$ cat src/rtl/uart_pkg.sv
// Shared types and defaults for the UART transmit staging path.
//   uart_byte_t       : one UART payload byte
//   feeder_state_e    : issue FSM states of uart_tx_feeder
//   UART_GUARD_CYCLES : cycles busy is untrusted after a start pulse
package uart_pkg;
  typedef logic [7:0] uart_byte_t;

  typedef enum logic [1:0] {
    IDLE,
    HOLD,
    DRAIN
  } feeder_state_e;

  localparam int UART_GUARD_CYCLES = 2;
endpackage

$ cat src/rtl/sync_fifo.sv
// Single-clock FIFO with synchronous active-high reset.
//   push/wr_data : write request; ignored while full (even with a same-cycle pop)
//   pop/rd_data  : rd_data is the head entry (combinational read); pop ignored while empty
//   full/empty   : decoded from the registered occupancy
//   level        : current occupancy, 0..DEPTH
// DEPTH must be a power of two so the pointers wrap naturally.
module sync_fifo #(
  parameter  int WIDTH = 8,
  parameter  int DEPTH = 16,
  localparam int AW    = $clog2(DEPTH)
) (
  input  logic             clk,
  input  logic             rst,
  input  logic             push,
  input  logic [WIDTH-1:0] wr_data,
  input  logic             pop,
  output logic [WIDTH-1:0] rd_data,
  output logic             full,
  output logic             empty,
  output logic [AW:0]      level
);
  logic [WIDTH-1:0] mem [DEPTH];
  logic [AW-1:0]    wr_ptr, rd_ptr;
  logic             do_push, do_pop;

  assign full    = (level == (AW+1)'(DEPTH));
  assign empty   = (level == '0);
  assign do_push = push && !full;
  assign do_pop  = pop && !empty;
  assign rd_data = mem[rd_ptr];

  // Storage carries no reset; only the pointers and occupancy define validity.
  always_ff @(posedge clk) begin
    if (do_push) mem[wr_ptr] <= wr_data;
  end

  always_ff @(posedge clk) begin
    if (rst) begin
      wr_ptr <= '0;
      rd_ptr <= '0;
      level  <= '0;
    end else begin
      if (do_push) wr_ptr <= wr_ptr + 1'b1;
      if (do_pop)  rd_ptr <= rd_ptr + 1'b1;
      case ({do_push, do_pop})
        2'b10:   level <= level + 1'b1;
        2'b01:   level <= level - 1'b1;
        default: level <= level;
      endcase
    end
  end
endmodule

$ cat src/rtl/uart_tx_feeder.sv
// Buffered byte source driving the UART TX start/data/busy handshake.
//   in_valid/in_data/in_ready : producer push interface (in_ready = !full)
//   start                     : one-cycle issue pulse to the UART
//   data                      : byte to the UART, valid from the start cycle until the next start
//   busy                      : UART transmitter busy; untrusted for GUARD cycles after start
//   level                     : FIFO occupancy
//   sent_count                : bytes issued since reset, wraps at 2^16
module uart_tx_feeder
  import uart_pkg::*;
#(
  parameter  int DEPTH = 16,
  parameter  int GUARD = UART_GUARD_CYCLES,
  localparam int LW    = $clog2(DEPTH) + 1
) (
  input  logic          clk,
  input  logic          rst,
  input  logic          in_valid,
  input  uart_byte_t    in_data,
  output logic          in_ready,
  output logic          start,
  output uart_byte_t    data,
  input  logic          busy,
  output logic [LW-1:0] level,
  output logic [15:0]   sent_count
);
  localparam int GW = (GUARD > 1) ? $clog2(GUARD) : 1;

  feeder_state_e state, state_nxt;
  logic [GW-1:0] guard_cnt;
  uart_byte_t    head, data_q;
  logic [15:0]   sent_q;
  logic          fifo_full, fifo_empty, issue;

  sync_fifo #(.WIDTH(8), .DEPTH(DEPTH)) u_fifo (
    .clk     (clk),
    .rst     (rst),
    .push    (in_valid),
    .wr_data (in_data),
    .pop     (issue),
    .rd_data (head),
    .full    (fifo_full),
    .empty   (fifo_empty),
    .level   (level)
  );

  assign in_ready   = !fifo_full;
  assign start      = issue;
  // The head is driven straight out on the issue cycle so start and data
  // line up; the register then holds it until the next issue.
  assign data       = issue ? head : data_q;
  assign sent_count = sent_q;

  always_comb begin
    state_nxt = state;
    issue     = 1'b0;
    case (state)
      IDLE: begin
        // rst gate keeps a stale queue entry from reaching the UART on the reset cycle
        if (!fifo_empty && !busy && !rst) begin
          issue     = 1'b1;
          state_nxt = HOLD;
        end
      end
      // busy is not looked at here: the UART has not registered the start yet
      HOLD:    if (guard_cnt == '0) state_nxt = DRAIN;
      DRAIN:   if (!busy) state_nxt = IDLE;
      default: state_nxt = IDLE;
    endcase
  end

  always_ff @(posedge clk) begin
    if (rst) begin
      state     <= IDLE;
      guard_cnt <= '0;
      data_q    <= '0;
      sent_q    <= '0;
    end else begin
      state <= state_nxt;
      if (issue) begin
        data_q    <= head;
        sent_q    <= sent_q + 1'b1;
        guard_cnt <= GW'(GUARD - 1);
      end else if (state == HOLD && guard_cnt != '0) begin
        guard_cnt <= guard_cnt - 1'b1;
      end
    end
  end
endmodule

$ cat config.mk
export PLATFORM = sky130hd
export DESIGN_NAME = uart_tx_feeder
export DESIGN_NICKNAME = d
export VERILOG_FILES = /design/src/rtl/uart_pkg.sv /design/src/rtl/sync_fifo.sv /design/src/rtl/uart_tx_feeder.sv
export SDC_FILE = /design/constraint.sdc
export NUM_CORES = 1
export LEC_CHECK = 0
export CAP_MARGIN = 20
export CORE_ASPECT_RATIO = 0.8
export CORE_MARGIN = 4
export CORE_UTILIZATION = 55
export CTS_CLUSTER_SIZE = 8
export DETAILED_ROUTE_END_ITERATION = 7
export HOLD_SLACK_MARGIN = 0.05
export PLACE_DENSITY = 0.76
export SYNTH_ARGS = -nofsm -noshare
export SYNTH_HDL_FRONTEND = slang
export SYNTH_HIERARCHICAL = 1
export SYNTH_SLANG_ARGS = --single-unit
$ cat constraint.sdc
create_clock -name clk -period 4.1 [get_ports clk]
set_input_delay 0.41 -clock clk [delete_from_list [all_inputs] [get_ports clk]]
set_output_delay 0.41 -clock clk [all_outputs]
set_load 0.1 [all_outputs]
-- After elaboration in Yosys (flattened, before gate mapping)
Memories as Yosys holds them, arrays and structs flattened. A register that Yosys moved wholly into a read port is not among the register bits.
Cells that the tools add are included.
- flip-flop bits (word level): 40
- RAM bits: 128
- input port bits: 12
- output and inout port bits: 31
- memories: 1
- memories (memory ; words ; width ; rd ports ; clocked after memory_dff ; wr ports ; RTL line ; source):
    u_fifo.mem ; 16 ; 8 ; 1 ; 1 ; 1 ; sync_fifo.sv:22 ; logic [WIDTH-1:0] mem [DEPTH];
- add/sub/neg operators: 6
- equality and inequality tests: 8
- multiplexer cells: 14
- reductions and logical operators: 14
- operator list (kind ; count):
    adder 16 x 1 -> 16 bit, second input constant ; 1
    one-hot mux 5 bit (2 select lines) ; 1
    adder 4 x 1 -> 4 bit, second input constant ; 2
    two-way mux 4 bit ; 2
    two-way mux 8 bit ; 1
    two-way mux 1 bit ; 6
    two-way mux 2 bit ; 3
    != test 2 bit, second input constant ; 3
    one-hot mux 2 bit (3 select lines) ; 1
    adder 5 x 1 -> 5 bit, second input constant ; 1
    equality test 5 bit, second input constant ; 1
    logical AND 1 bit ; 5
    zero test 5 bit ; 1
    subtractor 5 x 1 -> 5 bit, second input constant ; 1
    equality test 2 x 1 -> 1 bit, second input constant ; 2
    equality test 2 bit, second input constant ; 2
    zero test 1 bit ; 4
    nonzero test 2 bit ; 2
    AND reduction 3 bit ; 1
    zero test 2 bit ; 1
    subtractor 1 bit, second input constant ; 1

-- Depth between registers and ports, before layout
Gate-level depths: netlist of the first run.
- word-level depth: 9
- depth in mapped cells: 17
- mapped depth without buffers: 13

-- By module
Netlist of the first run, hierarchy kept.
- by module, submodules not included (module ; times used ; cells an instance ; area each (um2) ; seq. area each (um2)):
    sync_fifo ; 1 ; 305 ; 5974.5 ; 4184.0
    uart_tx_feeder ; 1 ; 123 ; 1209.9 ; 540.5

-- Least setup slack after synthesis of the first run
Ideal clock, no wire load.
- path type: flip-flop to flip-flop
- from: register u_fifo.level[2]
- to: register u_fifo.level[2]
- library setup time: 0.071 ns
- arrival: 4.626 ns
- data required time: 4.029 ns
- setup slack: -0.596 ns
- stages on the path, launching flop included: 18
- path buffers: 4
- clock period less this slack: 4.696 ns
- cell sequence: dfxtp_1 > buf_2 > or4_1 > buf_2 > nor2_1 > nor3_4 > nand2_1 > buf_2 > inv_1 > o21ai_4 > inv_1 > ha_1 > clkbuf_1 > xor2_1 > ha_1 > o21a_1 > or4_1 > a21oi_1
- word-level cells in the longest chain between the ends: 9
- ends and longest elaborated chain (what ; RTL line ; source):
    start: declaration ; sync_fifo.sv:20 ; output logic [AW:0] level
    start signal: assignment ; sync_fifo.sv:46 ; 2'b10: level <= level + 1'b1;
    start signal: assignment ; sync_fifo.sv:47 ; 2'b01: level <= level - 1'b1;
    start signal: assignment ; sync_fifo.sv:48 ; default: level <= level;
    zero test 5 bit (*) ; sync_fifo.sv:27 ; assign empty = (level == '0);
    named net fifo_empty ; uart_tx_feeder.sv:32 ; logic fifo_full, fifo_empty, issue;
    zero test 1 bit (*) ; uart_tx_feeder.sv:59 ; if (!fifo_empty && !busy && !rst) begin
    logical AND 1 bit (*) (2 in a row) ; uart_tx_feeder.sv:59 ;
    two-way mux 1 bit (*) ; uart_tx_feeder.sv:59 ;
    two-way mux 1 bit (*) ; uart_tx_feeder.sv:56 ; case (state)
    named net start ; uart_tx_feeder.sv:20 ; output logic start,
    logical AND 1 bit (*) ; sync_fifo.sv:29 ; assign do_pop = pop && !empty;
    named net u_fifo.do_pop ; sync_fifo.sv:24 ; logic do_push, do_pop;
    equality test 2 x 1 -> 1 bit or equality test 2 bit (tied branches) ; sync_fifo.sv:45 ; case ({do_push, do_pop})
    one-hot mux 5 bit (2 select lines) or nonzero test 2 bit (tied branches) ; -- ;
The timed path passes the listed nets; every way through them passes the cells marked *.
A chain may end at the register's enable or synchronous reset.

-- Final worst setup path of the first run
- from: register u_fifo.level[0]
- to: register u_fifo.level[2]
- word-level cells in the longest chain between the ends: 9
- ends and longest elaborated chain (what ; RTL line):
    zero test 5 bit (*) ; sync_fifo.sv:27
    named net fifo_empty ; uart_tx_feeder.sv:32
    zero test 1 bit (*) ; sync_fifo.sv:29, uart_tx_feeder.sv:59
    logical AND 1 bit (2 in a row) ; uart_tx_feeder.sv:59
    two-way mux 1 bit ; uart_tx_feeder.sv:59
    two-way mux 1 bit ; uart_tx_feeder.sv:56
    logical AND 1 bit (*) ; sync_fifo.sv:29
    named net u_fifo.do_pop ; sync_fifo.sv:24
    equality test 2 x 1 -> 1 bit or equality test 2 bit (tied branches) ; sync_fifo.sv:45
    one-hot mux 5 bit (2 select lines) or nonzero test 2 bit (tied branches) ; --
Marked as above.

==> results of run 1 <==
==> layer usage <==
layer	up-vias	global-route usage	routed length [µm]
li1	1783	-	-
met4	0	0.0734	140
met3	10	0.0558	1070
met5	-	0	0
met2	157	0.282	6190
met1	1945	0.276	6170
==> report_power, final <==
| group | switching [W] | internal, W | total (W) |
|---|---|---|---|
| clock | 0.000651 | 0.000836 | 0.00149 |
| combinational | 0.000368 | 0.000174 | 0.000542 |
| sequential | 0.0000365 | 0.00192 | 0.00196 |
| total | 0.00106 | 0.00293 | 0.00399 |
==> state kept, by name (all words and copies together), names as in the netlist, named ones only <==
| name | cells |
|---|---|
| sent_count | 16 |
| u_fifo/mem | 128 |
| data_q | 8 |
| guard_cnt | 1 |
| u_fifo/rd_ptr | 4 |
| u_fifo/level | 5 |
| state | 2 |
| u_fifo/wr_ptr | 4 |
==> cell type report <==
class | instances | area [µm²]
inverter | 11 | 46.3
fill | 869 | 4530
clock inverter | 13 | 119
clock buffer | 19 | 433
tap | 175 | 219
sequential | 172 | 4740
timing repair buffer | 50 | 453
multi-input combinational | 222 | 2280
==> cells by family (layout without fill, tap and decap cells) <==
group           after synthesis  count (layout)
fa+ha+maj                     9               9
xor+xnor                     16              16
mux                          51              51
flops                       172             172
simple gates                109             109
compound gates               37              37
buf+inv                      34              93
==> path summary, 6_finish.rpt <==
path	slack [ps]	endpoint	from
max reg2reg	500	u_fifo/level[2]$_SDFFE_PP0P_	u_fifo/level[0]$_SDFFE_PP0P_
max	500	u_fifo/level[2]$_SDFFE_PP0P_	u_fifo/level[0]$_SDFFE_PP0P_
min	300	sent_count[1]$_SDFFE_PP0P_	rst
min reg2reg	490	sent_count[15]$_SDFFE_PP0P_	sent_count[15]$_SDFFE_PP0P_
==> per-stage QoR <==
stage               instances   util
floorplan                 428      -
global placement          630  0.604
detailed placement        630  0.604
CTS                       662  0.647
global route              662  0.647
finish                    662  0.647
==> placed cells by master, fill, tap and decap left out, types with 3 or more instances in the layout <==
master,n
buf_4,17
nand3_1,8
clkbuf_16,17
clkdlybuf4s50_1,32
nand2b_1,6
inv_1,9
dfxtp_4,4
dfxtp_1,39
mux2_2,8
nor3_1,7
o21ai_0,3
nor2b_1,9
mux4_2,12
mux2i_1,3
clkinvlp_4,7
or4_1,8
nor2_1,36
o211ai_1,3
a21oi_1,10
o21a_1,4
xor2_1,15
nand2_1,13
nand3b_1,4
mux4_1,28
o31ai_1,6
edfxtp_1,128
ha_1,9
nand4_1,3
==> worst min-delay path, stage by stage <==
cell,delay (ps)
buf_2,90
nor2_1,50
nand3_1,80
nand2_1,40
==> reports/qor.yml, run 1 <==
nNetsFinal: 495
peakVddDrop_mv: 0.285
cts_hold_buf: 0
antenna_found_initial: 0
path_buf_inv: 2
fin_worst_hold_slack_ps: 301
cts_resized: 0
clk-insertion-delay-late_ps: 430
cts-root-buf: "clkbuf_16"
synth_most_common_cell: "edfxtp_1"
cpPeakStageDelay_ps: 700
portBuffers: 42
syn2layout_area_growth_pct: 15.4
fin_ws_ps: 503
hold_violations: 0
yosys_register_bits: 172
die_h_um: 110
drt_wl_total_um: 13600
worstMarginPinSlew_ps: 979
initialDrtViolationCount: 353
antenna_left: 0
final_area_um2: 8290
hold_class: "in2reg"
tritoncts: "done"
cts.sinks: 172
synth_cell_types: 54
synth_top_family_by_area: "multiplexers"
min_path_cells: 4
r2r_cells: 13
gp_congestion: 0.846
min_period_ps: 3600
syn_avg_cell_area_um2: 16.8
synth_top_area_cell: "edfxtp_1"
synthSimpleGateAreaFrac: 0.0871
yosys_warnings: 6
critical_path_arrival_ps: 3950
initial_core_util: 0.560
dieArea_um2: 15000
syn_inst: 428
max_slew_margin: 0.345
routedWlPerCell_um: 20.5
cts_max_level: 4
clock_skew_ps: 12.9
grt_pass1_vias: 3619
synth_xor_area_frac: 0.0195
netlist.area_leader.share: 0.535
synth_fp_nets: 449
drc: 0
end_kind: "flip-flop"
cp_cell_sequence: "or4_1 > nor2_1 > nor3_4 > nand2_1 > clkinvlp_4 > o21ai_4 > inv_1 > ha_1 > xor2_1 > ha_1 > o21a_1 > or4_1 > a21oi_1"
synthArstFlopShare: 0
setup_tns_ps: 0
vias: 3895
worst-path-stages: 13
fmax_ghz: 0.278
synth_edf_count: 128
via_per_inst: 5.88
cp_top_family: "simple AND/OR/NAND/NOR gates"
dp_slack_ps: 592
clkTransAtPathRegs_ps: 70
slew_violations: 0
power_leakage_nw: 2.75
ys_top_cells_by_count: "128 x edfxtp_1, 44 x dfxtp_1, 36 x nor2_1, 28 x mux4_1, 15 x xor2_1"
grt_usage: 0.192
cts_setup_buffers: 0
post-dp-hpwl_um: 8640
crit_type: "reg2reg"
seq_area_frac_synth: 0.658
drv_cap: 0
period_share: 0.877
grt_max_degree: 49
drive_above_1_share: 0.179
rsz0062_at_grt: "false"
numCtsBuffers: 17
critPathSlowestCell: "or4_1"
clock_path_buffers: 2
synth-main-ff-cell: "edfxtp_1"
synth_compound_area_frac: 0.0385
total_power_w: 0.00399
outcome: "complete, no violations"
synthMuxAreaShare: 0.157
dpl-instance-area_um2: 7740
setup_violations: 0
syn_area_um2: 7180
power_density_nw_per_um2: 481
antennaDiodeCount: 0
crit_path_max_fanout: 12
worst_setup_path_start_kind: "flip-flop"
core_um2: 12800
cp.required_ps: 4450
synth-adder-area-share: 0.0157
io_pins: 43
core.rowCount: 37
grt-ovfl-total: 0
grt_pass1_wl_um: 20700
die-width_um: 136
dr.pass1.iters: 6
synth.top_cells.by_area: "edfxtp_1 54%, dfxtp_1 12%, mux4_1 10%"
(Power assumes the default switching activity.)
==> run 2, diff against run 1 <==
ABC_AREA = 1   (was not set)
CAP_MARGIN = not set   (was 20)
PLACE_DENSITY = 0.75   (was 0.76)
==> run 2 against run 1 <==
Power rose by 39%. First-iteration DRC count up 35%. Critical path depth fell by 5. Clock skew shrank 4.8 ps. Critical path type is now reg2out.
==> reports/qor.yml, run 2 <==
outcome: "complete, no violations"
synth_fp_nets: 707  # +57%
clock_path_buffers: 2  # unchanged
clockPowerShare: 0.291  # -0.082
grt_usage: 0.200  # +0.00796
syn2layout_area_growth_pct: 14.9
post-place-cells: 879  # +40%
top_register: "u_fifo/mem"
switchingPower_w: 0.00210  # +99%
vias: 5041  # +29%
synth_cell_types: 36  # -33%
max_slew_margin: 0.304  # -0.0409
io_pins: 43  # unchanged
via_per_inst: 5.53  # -6.0%
setup_violations: 0  # unchanged
antenna_found_initial: 0  # unchanged
cts-root-buf: "clkbuf_16"
die-width_um: 139  # +2.2%
yosys_register_bits: 172  # unchanged
critical_path_arrival_ps: 2690  # -1260 ps
routedWlPerCell_um: 16.7  # -19%
fin_ws_ps: 998  # +495 ps
largest_reg_flops: 128  # unchanged
syn_area_um2: 7520  # +4.7%
dpl-instance-area_um2: 8040  # +3.9%
cts_resized: 0  # unchanged
cts_hold_buf: 0  # unchanged
dr.pass1.iters: 5  # -1
die_h_um: 113  # +2.1%
nNetsFinal: 744  # +50%
ys_top_cells_by_count: "128 x edfxtp_1, 96 x inv_1, 77 x nand2_1, 55 x nor2_1, 49 x a21oi_1"
dieArea_um2: 15600  # +4.4%
fin_cells: 911  # +38%
grt-ovfl-total: 0  # unchanged
yosys_warnings: 6  # unchanged
final_common_cell: "edfxtp_1"
antennaDiodeCount: 0  # unchanged
dp_slack_ps: 989  # +397 ps
period_share: 0.757  # -0.121
intPower_w: 0.00345  # +18%
peakVddDrop_mv: 0.476  # +67%
power_density_nw_per_um2: 642  # +33%
syn_avg_cell_area_um2: 11.0  # -35%
cp.required_ps: 3690  # -760 ps
crit_path_max_fanout: 63  # +51
synth_edf_count: 128  # unchanged
cp_cell_sequence: "buf_12 > mux2i_1 > o211ai_1 > nand3_1 > nand2_1 > inv_1 > a21oi_1 > buf_4"
synth.top_cells.by_area: "edfxtp_1 51%, dfxtp_1 12%, inv_1 4.8%"
rsz0062_at_grt: "false"
swShare: 0.378  # +0.114
path_buf_inv: 3  # +1
synth_most_common_cell: "edfxtp_1"
final_area_um2: 8640  # +4.2%
netlist.area_leader.share: 0.511  # -0.0239
syn_inst: 686  # +60%
antenna_left: 0  # unchanged
drt_wl_total_um: 15200  # +12%
post-dp-hpwl_um: 9890  # +14%
core_um2: 13100  # +2.2%
fillCellCount: 977  # +12%
initial_core_util: 0.574  # +0.0138
hold_violations: 0  # unchanged
fmax_ghz: 0.322  # +16%
grt_pass1_vias: 4950  # +37%
drive_above_1_share: 0.103  # -0.0754
numCtsBuffers: 17  # unchanged
clock_skew_ps: 8.11  # -4.77 ps
tritoncts: "done"
cpPeakStageDelay_ps: 810  # +110 ps
cts_setup_buffers: 0  # unchanged
p_seq_frac: 0.385  # -0.106
drc: 0  # unchanged
clk-insertion-delay-late_ps: 420  # about the same
portBuffers: 42  # unchanged
layout_common_cells: "128 x edfxtp_1, 96 x inv_1, 77 x nand2_1"
min_period_ps: 3100  # -495 ps
end_kind: "primary output"
setup_tns_ps: 0  # unchanged
power_leakage_nw: 3.14  # +14%
worst_setup_path_start_kind: "flip-flop"
gp_congestion: 0.837  # -1.1%
core.rowCount: 37  # unchanged
crit_type: "reg2out"
drv_cap: 0  # unchanged
initialDrtViolationCount: 475  # +35%
synth-main-ff-cell: "edfxtp_1"
utilization: 0.660  # +0.0130
seq_area_frac_synth: 0.628  # -0.0294
cts_max_level: 4  # unchanged
cp_top_family: "flip-flops"
synthArstFlopShare: 0  # unchanged
clkTransAtPathRegs_ps: 60  # about the same
combPwrFrac: 0.324  # +0.188
slew_violations: 0  # unchanged
critPathSlowestCell: "dfxtp_4"
seq_area_um2: 4730  # -0.26%
hold_class: "reg2reg"
grt_pass1_wl_um: 24700  # +20%
multiInputGateArea_um2: 2240  # -1.6%
worstMarginPinSlew_ps: 1040  # +63.3 ps
grt_max_degree: 64  # +31%
synth_top_area_cell: "edfxtp_1"
cts.sinks: 172  # unchanged
-- run 2: cells by family after synthesis --
kind of cell,synth area share
muxes,0.0426
adders and majority gates,0.0150
xor gates and xnor gates,0.00699
buffers and inverters,0.0734
DFF,0.628
AOI/OAI and AO/OA,0.112
and+or+nand+nor,0.121
-- run 2: cell type report --
| type | count | share of cell area |
|---|---|---|
| multi-input cells | 382 | 0.260 |
| well taps | 175 | 0.0253 |
| repair buffers | 47 | 0.0533 |
| inverters | 103 | 0.0453 |
| clock inverters | 15 | 0.0200 |
| flip-flops and latches | 172 | 0.547 |
| clock buffers | 17 | 0.0492 |
-- run 2: path summary, 6_finish.rpt --
path,slack [ps],start,cells past startpoint,end
setup / recovery,1000,flip-flop,8,data[4]
hold / removal,490,sent_count[4]$_SDFFE_PP0P_,2,sent_count[4]$_SDFFE_PP0P_
setup reg to reg,1170,u_fifo/level[1]$_SDFFE_PP0P_,18,u_fifo/level[4]$_SDFFE_PP0P_
hold reg to reg,490,sent_count[4]$_SDFFE_PP0P_,2,sent_count[4]$_SDFFE_PP0P_
-- run 2: worst register-to-register path, cell delays in order, from the launching register on --
cell	delay, ps
dfxtp_1	490
nor2_2	90
nand3_2	110
inv_1	60
nor2_2	160
nand2_1	110
nor2_4	80
buf_4	300
nand2_4	130
inv_6	110
ha_1	270
xor2_1	390
inv_2	50
nor2_1	130
nand2_1	100
nand3_1	90
nand3_1	70
nand2_1	60
inv_1	30
-- run 2: power groups by stage --
| stage | Clock [W] | Sequential [W] | Combinational (W) |
|---|---|---|---|
| finish | 0.00161 | 0.00214 | 0.00180 |
| global placement | 0 | 0.00216 | 0.00175 |
| detailed placement | 0 | 0.00217 | 0.00178 |
| CTS | 0.00164 | 0.00214 | 0.00180 |
| floorplan | 0 | 0.00230 | 0.00127 |
| global route | 0.00172 | 0.00215 | 0.00195 |
-- run 2: stage by stage --
| stage | power, W | hold WS (ps) |
|---|---|---|
| global placement | 0.00392 | 450 |
| finish | 0.00554 | 490 |
| detailed placement | 0.00396 | 485 |
| CTS | 0.00557 | 496 |
| global route | 0.00582 | 524 |
| floorplan | 0.00357 | 443 |
-- run 2: layer usage --
| layer | wire length, µm | vias to the layer above | global-route usage | part of all wire |
|---|---|---|---|---|
| li1 | - | 2444 | - | - |
| met5 | 0 | - | 0 | 0 |
| met2 | 7370 | 136 | 0.322 | 0.49 |
| met3 | 740 | 28 | 0.0409 | 0.049 |
| met1 | 6810 | 2433 | 0.274 | 0.45 |
| met4 | 252 | 0 | 0.0711 | 0.017 |
==> run 3, diff against run 2 <==
clock period = 3.1 ns   (was 4.1 ns; I/O delays follow)
==> run 3 against run 2 <==
Design area grew 1.5%. Clock skew grew 1.5 ps. Sequential share of layout area shrank 0.72 points. Hold slack lost 36 ps. Setup slack lost 720 ps. Utilization grew 1.0 points. Register-to-register slack lost 550 ps. Routed wire length grew 2.2%. Power grew 34%. Critical path depth is the same. Final cell count grew 0.44%. Highest routed layer unchanged. Count of clock-buffer cells in the layout grew 4.
==> reports/qor.yml, run 3 (same netlist as run 2, synthesis figures left out) <==
dr.pass1.iters: 5  # unchanged
crit_path_max_fanout: 55  # -13%
crit_type: "reg2out"
path_buf_inv: 3  # unchanged
power_density_nw_per_um2: 846  # +32%
dpl-instance-area_um2: 8210  # +2.0%
die-width_um: 139  # unchanged
drt_wl_total_um: 15500  # +2.2%
grt_max_degree: 56  # -13%
final_area_um2: 8770  # +1.5%
gp_congestion: 0.791  # -5.5%
cts-root-buf: "clkbuf_16"
gr-usage-met1: 0.277  # +0.00314
hold_violations: 0  # unchanged
cp_cell_sequence: "buf_12 > mux2i_1 > o211ai_1 > nand3_1 > nand2_1 > inv_1 > a21oi_2 > buf_12"
combPwrFrac: 0.352  # +0.028
nNetsFinal: 748  # +0.54%
initial_core_util: 0.574  # unchanged
rsz0062_at_grt: "false"
drv_cap: 0  # unchanged
r2r_cells: 18  # unchanged
layout_common_cells: "128 x edfxtp_1, 95 x inv_1, 77 x nand2_1"
grt_pass1_vias: 4888  # -1.3%
cts.sinks: 172  # unchanged
hold_class: "reg2reg"
portBuffers: 42  # unchanged
slew_violations: 0  # unchanged
drc: 0  # unchanged
critical_path_arrival_ps: 2520  # -170 ps
grt_busiest_layer: "met2"
vias: 5032  # -0.18%
routedWlPerCell_um: 16.9  # +1.7%
power_leakage_nw: 3.19  # +1.5%
worst_setup_path_start_kind: "flip-flop"
gr-usage-met2: 0.327  # +0.00553
initialDrtViolationCount: 449  # -5.5%
switchingPower_w: 0.00284  # +36%
p_seq_frac: 0.379  # -0.006
io_pins: 43  # unchanged
peakVddDrop_mv: 0.725  # +52%
largest_reg_flops: 128  # unchanged
intPower_w: 0.00458  # +33%
fin_worst_hold_slack_ps: 454  # -36.4 ps
core_um2: 13100  # unchanged
cts_max_level: 4  # unchanged
syn2layout_area_growth_pct: 16.7
clkTransAtPathRegs_ps: 70  # about the same
antennaDiodeCount: 0  # unchanged
worstMarginPinSlew_ps: 983  # -59.6 ps
clock_skew_ps: 9.57  # +1.46 ps
grt_use_met3: 0.0477  # +0.00681
r2r-end: "u_fifo/level[4]$_SDFFE_PP0P_"
cp_common_cell: "buf_12"
reg2reg_slack_ps: 620  # -550 ps
hold-path-endpoint: "sent_count[4]$_SDFFE_PP0P_"
clockPowerShare: 0.269  # -0.022
final_common_cell: "edfxtp_1"
top_register: "u_fifo/mem"
r2r_start: "u_fifo/level[1]$_SDFFE_PP0P_"
swShare: 0.383  # +0.00453
outcome: "complete, no violations"
via_per_inst: 5.50  # -0.61%
drive_above_1_share: 0.131  # +0.0278
die_h_um: 113  # unchanged
setup_tns_ps: 0  # unchanged
cp_top_family: "flip-flops"
grt_usage: 0.203  # +0.00280
dieArea_um2: 15600  # unchanged
post-dp-hpwl_um: 10200  # +2.6%
clock_path_buffers: 2  # unchanged
min_from: "sent_count[4]$_SDFFE_PP0P_"
grt-ovfl-total: 0  # unchanged
tritoncts: "done"
critPathSlowestCell: "dfxtp_4"
period_share: 0.912
antenna_found_initial: 0  # unchanged
end_kind: "primary output"
min_period_ps: 2830
cp.required_ps: 2790  # -900 ps
core.rowCount: 37  # unchanged
clk-insertion-delay-late_ps: 430  # about the same
min_path_cells: 2  # unchanged
max_slew_margin: 0.343  # +0.0381
setup_violations: 0  # unchanged
cpPeakStageDelay_ps: 690  # -120 ps
antenna_left: 0  # unchanged
fmax_ghz: 0.354
numCtsBuffers: 17  # unchanged
grt_pass1_wl_um: 25000  # +1.0%
[run 3: final cells by class]
type	count	area, µm²
Fill cell	916	4330
Clock buffer	21	482
Multi-Input combinational cell	382	2270
Sequential cell	172	4740
Inverter	103	395
Timing Repair Buffer	51	583
Clock inverter	11	82.6
Tap cell	175	219
[run 3: worst reg2reg max path, stage by stage, from the launching register on]
cell and delay [ps]:
dfxtp_2 410, nor2_2 70, nand3_2 90, inv_1 60, nor2_2 170, nand2_1 120
nor2_4 140, nand2_4 90, inv_6 90, ha_1 270, xor2_1 230, ha_1 180
inv_1 50, nand2_2 80, nand2_1 70, nand3_1 80, nand3_1 70, nand2_1 60
inv_1 30
[run 3: timing repair]
action | in CTS | in global routing
gates resized for setup | 0 | 1
hold buffers | 0 | 0
endpoints found under the setup margin | 0 | 1
setup buffers | 0 | 0
[run 3: worst max path at each step]
| stage | startpoint | to | slack, ps | cells past startpoint |
|---|---|---|---|---|
| 6_report | flip-flop | data[4] | 270 | 8 |
| 5_1_grt | flip-flop | data[4] | 90 | 8 |
| 4_1_cts | flip-flop | data[0] | 190 | 7 |
| 3_5_place_dp | rst | u_fifo/level[4]$_SDFFE_PP0P_ | 430 | 16 |
| 3_3_place_gp | rst | u_fifo/level[4]$_SDFFE_PP0P_ | 550 | 15 |
| 2_1_floorplan | u_fifo/level[0]$_SDFFE_PP0P_ | u_fifo/level[4]$_SDFFE_PP0P_ | 20 | 19 |
[run 3: power groups by stage]
stage	logic [W]	registers [W]	clock network, W
after floorplan	0.00172	0.00305	0
after global placement	0.00257	0.00285	0
after detailed placement	0.00261	0.00286	0
after CTS	0.00263	0.00281	0.00202
after global routing	0.00281	0.00284	0.00213
final	0.00261	0.00281	0.00200
[run 3: routing by layer]
layer  vias to the layer above  share of wire
li1                       2451              -
met1                      2405           0.45
met2                       156           0.47
met3                        20          0.062
met4                         0          0.013
met5                         -              0
[run 3: through the flow]
step / instances / worst slack (ps) / util / total power [W]
6_report: 915 / 274 / 0.670 / 0.00743
3_3_place_gp: 883 / 550 / 0.626 / 0.00542
5_1_grt: 915 / 89.5 / 0.670 / 0.00778
2_1_floorplan: 686 / 22.7 / - / 0.00477
4_1_cts: 915 / 195 / 0.669 / 0.00746
3_5_place_dp: 883 / 433 / 0.626 / 0.00547
